**config.mk**
```make
export PLATFORM = sky130hd
export DESIGN_NAME = rf_write_arbiter_flat
export DESIGN_NICKNAME = d
export VERILOG_FILES = /design/src/rtl/rf_arb_pkg.sv /design/src/rtl/rf_write_arbiter_if.sv /design/src/rtl/rf_scoreboard.sv /design/src/rtl/rf_write_arbiter.sv /design/src/flat_wrapper.sv
export SDC_FILE = /design/constraint.sdc
export NUM_CORES = 1
export LEC_CHECK = 0
export BUFFER_PORTS_ARGS = -buffer_cell sky130_fd_sc_hd__buf_2
export CAP_MARGIN = 5
export CORE_ASPECT_RATIO = 0.5
export CORE_MARGIN = 4
export CORE_UTILIZATION = 46
export DETAILED_ROUTE_END_ITERATION = 12
export GPL_ROUTABILITY_DRIVEN = 0
export GPL_TIMING_DRIVEN = 0
export PLACE_DENSITY = 0.85
export SYNTH_ARGS = -nofsm -noshare
export SYNTH_HDL_FRONTEND = slang
export SYNTH_SLANG_ARGS = --single-unit
export TNS_END_PERCENT = 10
```
**constraint.sdc**
```tcl
create_clock -name clk -period 2.35 [get_ports clk]
set_input_delay 0.235 -clock clk [delete_from_list [all_inputs] [get_ports clk]]
set_output_delay 0.235 -clock clk [all_outputs]
set_load 0.05 [all_outputs]
```
**src/rtl/rf_arb_pkg.sv**
```systemverilog
// Shared types and constants for the register-file write arbiter.
// The optional round-robin mode is selected with RF_ARB_ROUND_ROBIN_EN.
package rf_arb_pkg;

    typedef logic [3:0] reg_addr_t;

    // R15 is the program counter; writes to it are accepted and then dropped.
    localparam reg_addr_t PC_REG = 4'd15;

    typedef enum logic {
        REQ_ALU = 1'b0,
        REQ_MEM = 1'b1
    } req_t;

    typedef enum logic {
        RUN   = 1'b0,
        DRAIN = 1'b1
    } arb_state_t;

endpackage

```
**src/rtl/rf_write_arbiter_if.sv**
```systemverilog
// Bundle of the writeback requesters, decode reservation/check ports and the
// register-file write drive. Macro RF_ARB_ROUND_ROBIN_EN does not change it.
interface rf_write_arbiter_if #(
    parameter int N = 32
);

    // Handshake: a transfer happens in a cycle where valid and ready are both 1.
    // The requester holds valid/addr/data stable until then; ready is
    // combinational and never depends on a transfer having already happened.
    logic                   alu_valid;
    logic                   alu_ready;
    rf_arb_pkg::reg_addr_t  alu_addr;
    logic [N-1:0]           alu_data;

    logic                   mem_valid;
    logic                   mem_ready;
    rf_arb_pkg::reg_addr_t  mem_addr;
    logic [N-1:0]           mem_data;

    logic                   rsv_valid;
    rf_arb_pkg::reg_addr_t  rsv_addr;
    rf_arb_pkg::reg_addr_t  chk_a1;
    rf_arb_pkg::reg_addr_t  chk_a2;
    logic                   stall;
    logic                   flush;

    logic                   we3;
    rf_arb_pkg::reg_addr_t  a3;
    logic [N-1:0]           wd3;
    logic                   err_r15;

    rf_arb_pkg::arb_state_t state_dbg;
    logic [14:0]            pending_dbg;

    modport master (
        output alu_valid, alu_addr, alu_data,
        output mem_valid, mem_addr, mem_data,
        output rsv_valid, rsv_addr, chk_a1, chk_a2, flush,
        input  alu_ready, mem_ready, stall,
        input  we3, a3, wd3, err_r15, state_dbg, pending_dbg
    );

    modport slave (
        input  alu_valid, alu_addr, alu_data,
        input  mem_valid, mem_addr, mem_data,
        input  rsv_valid, rsv_addr, chk_a1, chk_a2, flush,
        output alu_ready, mem_ready, stall,
        output we3, a3, wd3, err_r15, state_dbg, pending_dbg
    );

endinterface

```
**src/rtl/rf_scoreboard.sv**
```systemverilog
// Pending-write scoreboard: decode reservations set bits, register-file
// writes clear them, and a source hit on a pending bit raises stall.
module rf_scoreboard
    import rf_arb_pkg::*;
(
    input  logic        clk,
    input  logic        rst,
    input  logic        rsv_en,
    input  reg_addr_t   rsv_addr,
    input  logic        clr_en,
    input  reg_addr_t   clr_addr,
    input  logic        clear_all,
    input  reg_addr_t   chk_a1,
    input  reg_addr_t   chk_a2,
    output logic        stall,
    output logic [14:0] pending
);

    logic [14:0] set_mask;
    logic [14:0] clr_mask;
    logic [15:0] pend16;

    assign set_mask = (rsv_en && rsv_addr != PC_REG) ? (15'd1 << rsv_addr) : 15'd0;
    assign clr_mask = (clr_en && clr_addr != PC_REG) ? (15'd1 << clr_addr) : 15'd0;

    // A reservation landing on the same edge as the retiring write keeps the bit.
    always_ff @(posedge clk or posedge rst) begin
        if (rst) begin
            pending <= '0;
        end else if (clear_all) begin
            pending <= '0;
        end else begin
            pending <= (pending & ~clr_mask) | set_mask;
        end
    end

    // Bit 15 is tied low so R15 can never stall decode.
    assign pend16 = {1'b0, pending};
    assign stall  = pend16[chk_a1] | pend16[chk_a2];

endmodule

```
**src/rtl/rf_write_arbiter.sv**
```systemverilog
// Arbitrates ALU and load writebacks onto one register-file write port and
// tracks pending destinations. Define RF_ARB_ROUND_ROBIN_EN for alternating contention grants.
module rf_write_arbiter
    import rf_arb_pkg::*;
#(
    parameter int N = 32
) (
    input logic              clk,
    input logic              rst,
    rf_write_arbiter_if.slave bus
);

    arb_state_t   state, state_nx;
    req_t         prefer, winner;
    logic         contended, open, xfer, drain_done;
    logic         alu_rdy, mem_rdy;
    reg_addr_t    win_addr;
    logic [N-1:0] win_data;
    logic         we3_q, err_q;
    reg_addr_t    a3_q;
    logic [N-1:0] wd3_q;
    logic         stall_w;
    logic [14:0]  pending_w;

    assign contended = bus.alu_valid & bus.mem_valid;

`ifdef RF_ARB_ROUND_ROBIN_EN
    logic rr_ptr;

    always_ff @(posedge clk or posedge rst) begin
        if (rst) begin
            rr_ptr <= 1'b0;
        end else if (xfer && contended) begin
            rr_ptr <= ~rr_ptr;
        end
    end

    assign prefer = rr_ptr ? REQ_MEM : REQ_ALU;
`else
    assign prefer = REQ_MEM;
`endif

    always_comb begin
        winner = REQ_ALU;
        if (contended) begin
            winner = prefer;
        end else if (bus.mem_valid) begin
            winner = REQ_MEM;
        end
    end

    // Requesters are shut out while draining and while reset is held.
    assign open    = (state == RUN) && !rst;
    assign alu_rdy = open && bus.alu_valid && (winner == REQ_ALU);
    assign mem_rdy = open && bus.mem_valid && (winner == REQ_MEM);
    assign xfer    = alu_rdy | mem_rdy;

    assign win_addr = mem_rdy ? bus.mem_addr : bus.alu_addr;
    assign win_data = mem_rdy ? bus.mem_data : bus.alu_data;

    always_ff @(posedge clk or posedge rst) begin
        if (rst) begin
            state <= RUN;
        end else begin
            state <= state_nx;
        end
    end

    always_comb begin
        state_nx   = state;
        drain_done = 1'b0;
        case (state)
            RUN: begin
                if (bus.flush) begin
                    state_nx = DRAIN;
                end
            end
            DRAIN: begin
                if (!we3_q) begin
                    state_nx   = RUN;
                    drain_done = 1'b1;
                end
            end
            default: state_nx = RUN;
        endcase
    end

    always_ff @(posedge clk or posedge rst) begin
        if (rst) begin
            we3_q <= 1'b0;
            err_q <= 1'b0;
            a3_q  <= '0;
            wd3_q <= '0;
        end else begin
            we3_q <= xfer && (win_addr != PC_REG);
            err_q <= xfer && (win_addr == PC_REG);
            if (xfer && win_addr != PC_REG) begin
                a3_q  <= win_addr;
                wd3_q <= win_data;
            end
        end
    end

    rf_scoreboard u_scoreboard (
        .clk       (clk),
        .rst       (rst),
        .rsv_en    (bus.rsv_valid && state == RUN),
        .rsv_addr  (bus.rsv_addr),
        .clr_en    (we3_q),
        .clr_addr  (a3_q),
        .clear_all (drain_done),
        .chk_a1    (bus.chk_a1),
        .chk_a2    (bus.chk_a2),
        .stall     (stall_w),
        .pending   (pending_w)
    );

    assign bus.alu_ready   = alu_rdy;
    assign bus.mem_ready   = mem_rdy;
    assign bus.we3         = we3_q;
    assign bus.a3          = a3_q;
    assign bus.wd3         = wd3_q;
    assign bus.err_r15     = err_q;
    assign bus.stall       = stall_w;
    assign bus.state_dbg   = state;
    assign bus.pending_dbg = pending_w;

endmodule

```
**src/flat_wrapper.sv**
```systemverilog
// flat-port wrapper written by rule: the top's interface ports become plain ports
module rf_write_arbiter_flat import rf_arb_pkg::*;
#(
    parameter int N = 32
)
  (clk, rst, bus_alu_valid, bus_alu_addr, bus_alu_data, bus_mem_valid, bus_mem_addr, bus_mem_data, bus_rsv_valid, bus_rsv_addr, bus_chk_a1, bus_chk_a2, bus_flush, bus_alu_ready, bus_mem_ready, bus_stall, bus_we3, bus_a3, bus_wd3, bus_err_r15, bus_state_dbg, bus_pending_dbg);
  rf_write_arbiter_if #(.N(N)) bus_i ();
  input logic clk;
  input logic rst;
  input wire logic [$bits(bus_i.alu_valid)-1:0] bus_alu_valid;
  input wire logic [$bits(bus_i.alu_addr)-1:0] bus_alu_addr;
  input wire logic [$bits(bus_i.alu_data)-1:0] bus_alu_data;
  input wire logic [$bits(bus_i.mem_valid)-1:0] bus_mem_valid;
  input wire logic [$bits(bus_i.mem_addr)-1:0] bus_mem_addr;
  input wire logic [$bits(bus_i.mem_data)-1:0] bus_mem_data;
  input wire logic [$bits(bus_i.rsv_valid)-1:0] bus_rsv_valid;
  input wire logic [$bits(bus_i.rsv_addr)-1:0] bus_rsv_addr;
  input wire logic [$bits(bus_i.chk_a1)-1:0] bus_chk_a1;
  input wire logic [$bits(bus_i.chk_a2)-1:0] bus_chk_a2;
  input wire logic [$bits(bus_i.flush)-1:0] bus_flush;
  output wire logic [$bits(bus_i.alu_ready)-1:0] bus_alu_ready;
  output wire logic [$bits(bus_i.mem_ready)-1:0] bus_mem_ready;
  output wire logic [$bits(bus_i.stall)-1:0] bus_stall;
  output wire logic [$bits(bus_i.we3)-1:0] bus_we3;
  output wire logic [$bits(bus_i.a3)-1:0] bus_a3;
  output wire logic [$bits(bus_i.wd3)-1:0] bus_wd3;
  output wire logic [$bits(bus_i.err_r15)-1:0] bus_err_r15;
  output wire logic [$bits(bus_i.state_dbg)-1:0] bus_state_dbg;
  output wire logic [$bits(bus_i.pending_dbg)-1:0] bus_pending_dbg;
  assign bus_i.alu_valid = bus_alu_valid;
  assign bus_i.alu_addr = bus_alu_addr;
  assign bus_i.alu_data = bus_alu_data;
  assign bus_i.mem_valid = bus_mem_valid;
  assign bus_i.mem_addr = bus_mem_addr;
  assign bus_i.mem_data = bus_mem_data;
  assign bus_i.rsv_valid = bus_rsv_valid;
  assign bus_i.rsv_addr = bus_rsv_addr;
  assign bus_i.chk_a1 = bus_chk_a1;
  assign bus_i.chk_a2 = bus_chk_a2;
  assign bus_i.flush = bus_flush;
  assign bus_alu_ready = bus_i.alu_ready;
  assign bus_mem_ready = bus_i.mem_ready;
  assign bus_stall = bus_i.stall;
  assign bus_we3 = bus_i.we3;
  assign bus_a3 = bus_i.a3;
  assign bus_wd3 = bus_i.wd3;
  assign bus_err_r15 = bus_i.err_r15;
  assign bus_state_dbg = bus_i.state_dbg;
  assign bus_pending_dbg = bus_i.pending_dbg;
  rf_write_arbiter #(.N(N)) u_core (.clk(clk), .rst(rst), .bus(bus_i));
endmodule
```
==> out/qor.csv, run 1 <==
metric;value;unit
status;complete, no violations;
ANT cells;0;
CP Max Fanout;4;
Pre-Repair DR Iteration Count;4;
Nets;477;
EDFF count, synth;0;
hpwl dp;5930;um
P_leak;1.87;nW
Clock Tree Root;clkbuf_16;
Slew Limit Fails;0;
P&R area growth vs syn;36.2;%
Detailed Route Iter0 Violations;101;
worst setup slack after layout;81.9;ps
pwr/cell area;860;nW/um^2
syn_nets;319;
post-layout util;64.7;%
IO Count;147;
Final Hold Fails;0;
number of port buffers;146;
RSZ-0062 raised after global routing;yes;
placed cell areas;3750;sq um
Worst-path clk slew;70;ps
vias per cell;5.24;
initial antenna violation count;0;
post-synthesis sequential area ratio;46.8;%
Crit Path Category;reg -> out;
sequential share of power;36.2;%
top-count cell post-synth;mux2_2;
die width;120;um
Max Cap Viol;0;
Avg Inst Size Synth;12.6;sq um
setup_tns;0;ps
share of the synthesized area in the top cell type;46.8;%
share of flip-flops with an asynchronous set or reset;100;%
H-tree depth;2;
vias in the first global route;2643;
Die Span Y;64.0;um
Worst Max-Slew Pin Slew;741;ps
clock latency on the worst-skew pair;280;ps
reg2reg setup slack;190;ps
Critical Path RT;2120;ps
grt ovf;0;
Hold Buf Count CTS;0;
Routed Antenna Nets;0;
CTS Sinks;54;
Residual DRC;0;
global-route wire length before repair;12300;um
layout cells sized above 1;62.7;%
CP arrival;2030;ps
Synth area leaders;dfrtp_1 (47%), mux2_2 (25%), mux4_2 (4.7%);
synth unique cells;31;
HP Class;in -> async;
Sw Share;41.6;%
Worst setup EP type;output port;
CTS max path bufs;2;
Worst R2R Start;u_core.bus.state_dbg;
Pint;1.97;mW
GRT Overall Usage;19.6;%
Routed WL;7620;um
largest net degree at the start of global routing;33;
mapped cell area;2890;sq um
non-filler instance count after layout;474;
Final Cell Area;3930;sq um
Synth top cells by count;mux2_2 (65), dfrtp_1 (54), o21ai_0 (17), a21oi_1 (15), nand2_1 (14);
Fmax achieved;441;MHz
placed cells;464;
# setup viols final;0;
Mapped Cells;229;
FF-to-FF path depth;6;
Num CTS Buffers;5;
peak supply drop;0.457;mV
Initial Utilization;47.5;%
yosys warns;0;
Seq cells post-synth;54;
clock skew;5.64;ps
most common flop cell mapped by yosys;dfrtp_1;
Final Critical Period;2270;ps
sw power;1.41;mW
Rel. slew slack;49.9;%
FP Rows;20;
Comb pwr share;42.7;%
Synth area leader;dfrtp_1;
drt wl/cell;16.1;um
DP Worst Slack;-10.6;ps
die area;7680;sq um
Final period util;96.5;%
DR vias;2485;
CTS tree;yes;
Placeable Area;6080;sq um
RR Endpoint;u_core.bus.wd3[18];
Worst Setup Start Kind;flop;
clock power share;21.0;%
## worst max-delay path by stage
stage                                    start            endpoint  slack, ps  depth (start not counted)
3_3_place_gp              u_core.bus.state_dbg  u_core.bus.wd3[12]         40                          6
5_1_grt        u_core.u_scoreboard.pending[10]           bus_stall        -20                          5
2_1_floorplan             u_core.bus.state_dbg   u_core.bus.wd3[3]        -40                          6
3_5_place_dp              u_core.bus.state_dbg  u_core.bus.wd3[12]        -10                          6
6_report       u_core.u_scoreboard.pending[10]           bus_stall         80                          5
4_1_cts        u_core.u_scoreboard.pending[11]           bus_stall         30                          5
## cells in the final DEF (no fill, tap or decap), types with 2 or more instances in the layout
cell type / count
buf_2: 147
mux2_2: 65
dfrtp_1: 54
o21ai_0: 17
a21oi_1: 15
nand2_1: 14
mux2i_1: 9
mux4_2: 6
buf_6: 5
clkbuf_16: 5
a2bb2oi_1: 4
nor2b_1: 4
nand3_1: 4
nand3b_1: 4
buf_4: 4
nor2_1: 3
nand4_1: 2
clkbuf_2: 2
nand2b_1: 2
nor4bb_1: 2
## logic make-up after synthesis
group                  synth area share (%)
buffers and inverters                  2.56
AO/OA/AOI/OAI                          7.67
multiplexers                           33.6
flip-flops                             46.8
AND/OR/NAND/NOR                        9.41
## state kept, by name, indices dropped and copies added, names as in the netlist
register / cells
u_core.bus.a3: 4
u_core.bus.err_r15: 1
u_core.bus.state_dbg: 1
u_core.bus.wd3: 32
u_core.bus.we3: 1
u_core.u_scoreboard.pending: 15
## worst max-delay path, cell delays in order, from the launching register on
cell	delay (ps)
dfrtp_1	420
mux4_2	460
nor2b_1	150
a211o_1	270
a221o_1	310
buf_6	160
## through the flow
| stage | total power [mW] | hold WS [ps] |
|---|---|---|
| floorplan | 2.28 | 377 |
| global placement | 2.65 | 467 |
| detailed placement | 2.68 | 363 |
| CTS | 3.40 | 57.8 |
| global route | 3.53 | 84.0 |
| finish | 3.38 | 45.3 |
## power groups by stage
stage	clock network (mW)	registers (mW)	logic, mW
finish	0.711	1.23	1.45
global route	0.764	1.25	1.51
CTS	0.721	1.23	1.45
detailed placement	0	1.24	1.44
global placement	0	1.23	1.41
floorplan	0	1.90	0.383
## what timing repair did
| item | in CTS | in global routing |
|---|---|---|
| resized for setup | 2 | 3 |
| pin swaps | 0 | 1 |
| buffers inserted | 0 | 4 |
| setup endpoints to repair | 17 | 25 |
## metal layers
| metal | wire length, um | GRT usage, % | vias up |
|---|---|---|---|
| met1 | 2940 | 22.9 | 1224 |
| met4 | 110 | 5.42 | 0 |
| li1 | - | - | 1172 |
| met5 | 0 | 0 | - |
| met3 | 331 | 2.92 | 10 |
| met2 | 4240 | 37.7 | 79 |
## layout make-up
class,instances,area [sq um]
Buffer,9,68.8
Clock buffer,6,139
Fill cell,518,2150
Inverter,2,7.51
Multi-Input combinational cell,164,1470
Sequential cell,54,1350
Tap cell,88,110
Timing Repair Buffer,151,787
(Power assumes the default switching activity.)
==> inputs of run 2 (changes only) <==
==> constraint.sdc (replaced) <==
create_clock -name clk -period 2.6 [get_ports clk]
set_input_delay 0.26 -clock clk [delete_from_list [all_inputs] [get_ports clk]]
set_output_delay 0.26 -clock clk [all_outputs]
set_load 0.05 [all_outputs]
==> run 2 against run 1 <==
Compared with the run above:
- global-route usage unchanged
- sequential power down 9.8%
- combinational power down 10%
- largest power group unchanged
- highest routed layer unchanged
- wire length down 0.85%
- largest cell class unchanged
==> out/qor.csv, run 2 (synthesized netlist as in run 1, its figures left out) <==
metric;value;unit;change
Detailed Route Iter0 Violations;107;;+5.9%
FF-to-FF path depth;6;;unchanged
RR Endpoint;u_core.bus.wd3[20];;
Fmax achieved;420;MHz;
Critical Path RT;2770;ps;+650 ps
clock skew;5.47;ps;-0.173 ps
Final Hold Fails;0;;unchanged
die width;120;um;unchanged
placed cells;464;;unchanged
Comb pwr share;42.5;%;-0.2 points
Clock Tree Root;clkbuf_16;;
RSZ-0062 raised after global routing;no;;
vias in the first global route;2643;;unchanged
# setup viols final;0;;unchanged
Initial Utilization;47.5;%;unchanged
area of the multi-input gates;1470;sq um;unchanged
DP Worst Slack;239;ps;+250 ps
post-layout util;64.0;%;-0.64 points
Pre-Repair DR Iteration Count;4;;unchanged
Placeable Area;6080;sq um;unchanged
Max stage delay on crit path;510;ps;+50 ps
P_leak;1.85;nW;-1.6%
Final period util;91.6;%;
setup_tns;0;ps;unchanged
Worst-path clk slew;70;ps;about the same
Final Cell Area;3890;sq um;-0.99%
Worst path top cell family by delay;buffers and inverters;;
reg2reg setup slack;220;ps;+30 ps
GRT Overall Usage;19.6;%;unchanged
Worst R2R Start;u_core.bus.state_dbg;;
Fillers;524;;+1.2%
sw power;1.27;mW;-9.7%
Worst Max-Slew Pin Slew;791;ps;+49.9 ps
Crit Path Category;reg -> reg;;
vias per cell;5.23;;-0.24%
HP Class;in -> async;;
largest net degree at the start of global routing;33;;unchanged
Num CTS Buffers;5;;unchanged
post-CTS setup buffer count;0;;unchanged
placed cell areas;3750;sq um;unchanged
CTS Sinks;54;;unchanged
hpwl dp;5930;um;unchanged
grt ovf;0;;unchanged
Worst setup EP type;flop;;
commonest non-fill, non-tap cell in the layout;buf_2;;
number of port buffers;146;;unchanged
Routed Antenna Nets;0;;unchanged
peak supply drop;0.413;mV;-9.7%
IO Count;147;;unchanged
FP Rows;20;;unchanged
Sw Share;41.7;%;+0.085 points
die area;7680;sq um;unchanged
CP Max Fanout;10;;+6
drt wl/cell;16.1;um;about the same
critical path, cell by cell;buf_6, nor3b_2, buf_2, clkbuf_1, mux2_2, mux2_2;;
initial antenna violation count;0;;unchanged
Resize count post-CTS;0;;-2
Die Span Y;64.0;um;unchanged
Residual DRC;0;;unchanged
Sequential cell area;1350;sq um;unchanged
Buf/Inv on CP;3;;+2
layout cells sized above 1;61.8;%;-0.91 points
Hold Buf Count CTS;0;;unchanged
Nets;473;;-0.84%
worst setup slack after layout;218;ps;+136 ps
Worst Setup Start Kind;flop;;
CTS max path bufs;2;;unchanged
DR vias;2458;;-1.1%
CP arrival;2550;ps;+520 ps
clock latency on the worst-skew pair;280;ps;about the same
non-filler instance count after layout;470;;-0.84%
Most common cell on crit path;mux2_2;;
Final Critical Period;2380;ps;
global-route wire length before repair;12300;um;unchanged
CTS tree;yes;;
Routed WL;7550;um;-0.85%
pwr/cell area;783;nW/um^2;-9.0%
Largest register FFs;32;;unchanged
Pint;1.78;mW;-10%
P&R area growth vs syn;34.9;%;
commonest non-fill, non-tap cells in the layout;buf_2 (148), mux2_2 (65), dfrtp_1 (54), o21ai_0 (17), a21oi_1 (15);;
Max Cap Viol;0;;unchanged
H-tree depth;2;;unchanged
Crit-path slowest cell;clkbuf_1;;
status;complete, no violations;;
Rel. slew slack;46.5;%;-3.4 points
Slew Limit Fails;0;;unchanged
clock power share;21.1;%;about the same
sequential share of power;36.4;%;+0.2 points
ANT cells;0;;unchanged
run 2: changes by cell type in the layout (fill, tap and decap cells not counted):
cell / delta
clkbuf_1: +2
buf_4: -4
clkbuf_2: -2
buf_2: +1
buf_6: -1
run 2: power by group through the flow:
stage          logic [mW]  registers [mW]  clock network (mW)
2_1_floorplan       0.346            1.72                   0
6_report             1.30            1.11               0.644
4_1_cts              1.31            1.11               0.652
3_3_place_gp         1.28            1.11                   0
5_1_grt              1.35            1.13               0.691
3_5_place_dp         1.30            1.12                   0
run 2: layout make-up:
type / count / area share (%)
flip-flops and latches: 54 / 34.7
inverters: 2 / 0.193
clock buffers: 6 / 3.57
repair buffers: 147 / 19.3
multi-input cells: 164 / 37.7
well taps: 88 / 2.83
plain buffers: 9 / 1.70
run 2: stage by stage:
stage	power [mW]	hold WS, ps
floorplan	2.06	402
CTS	3.07	82.8
global placement	2.39	467
global route	3.18	109
finish	3.05	65.8
detailed placement	2.42	388
run 2: worst max-delay path by stage:
stage | slack [ps] | cells after the start | to | startpoint
after detailed placement | 240 | 6 | u_core.bus.wd3[12] | u_core.bus.state_dbg
final | 220 | 6 | u_core.bus.wd3[20] | u_core.bus.state_dbg
after global routing | 130 | 6 | u_core.bus.wd3[20] | u_core.bus.state_dbg
after floorplan | 210 | 6 | u_core.bus.wd3[3] | u_core.bus.state_dbg
after global placement | 290 | 6 | u_core.bus.wd3[12] | u_core.bus.state_dbg
after CTS | 220 | 6 | u_core.bus.wd3[20] | u_core.bus.state_dbg
run 2: per-layer routing:
layer	part of all wire (%)	global-route usage (%)
met1	38	22.9
met2	56	37.7
met3	4.4	2.92
met4	1.5	5.42
met5	0	0
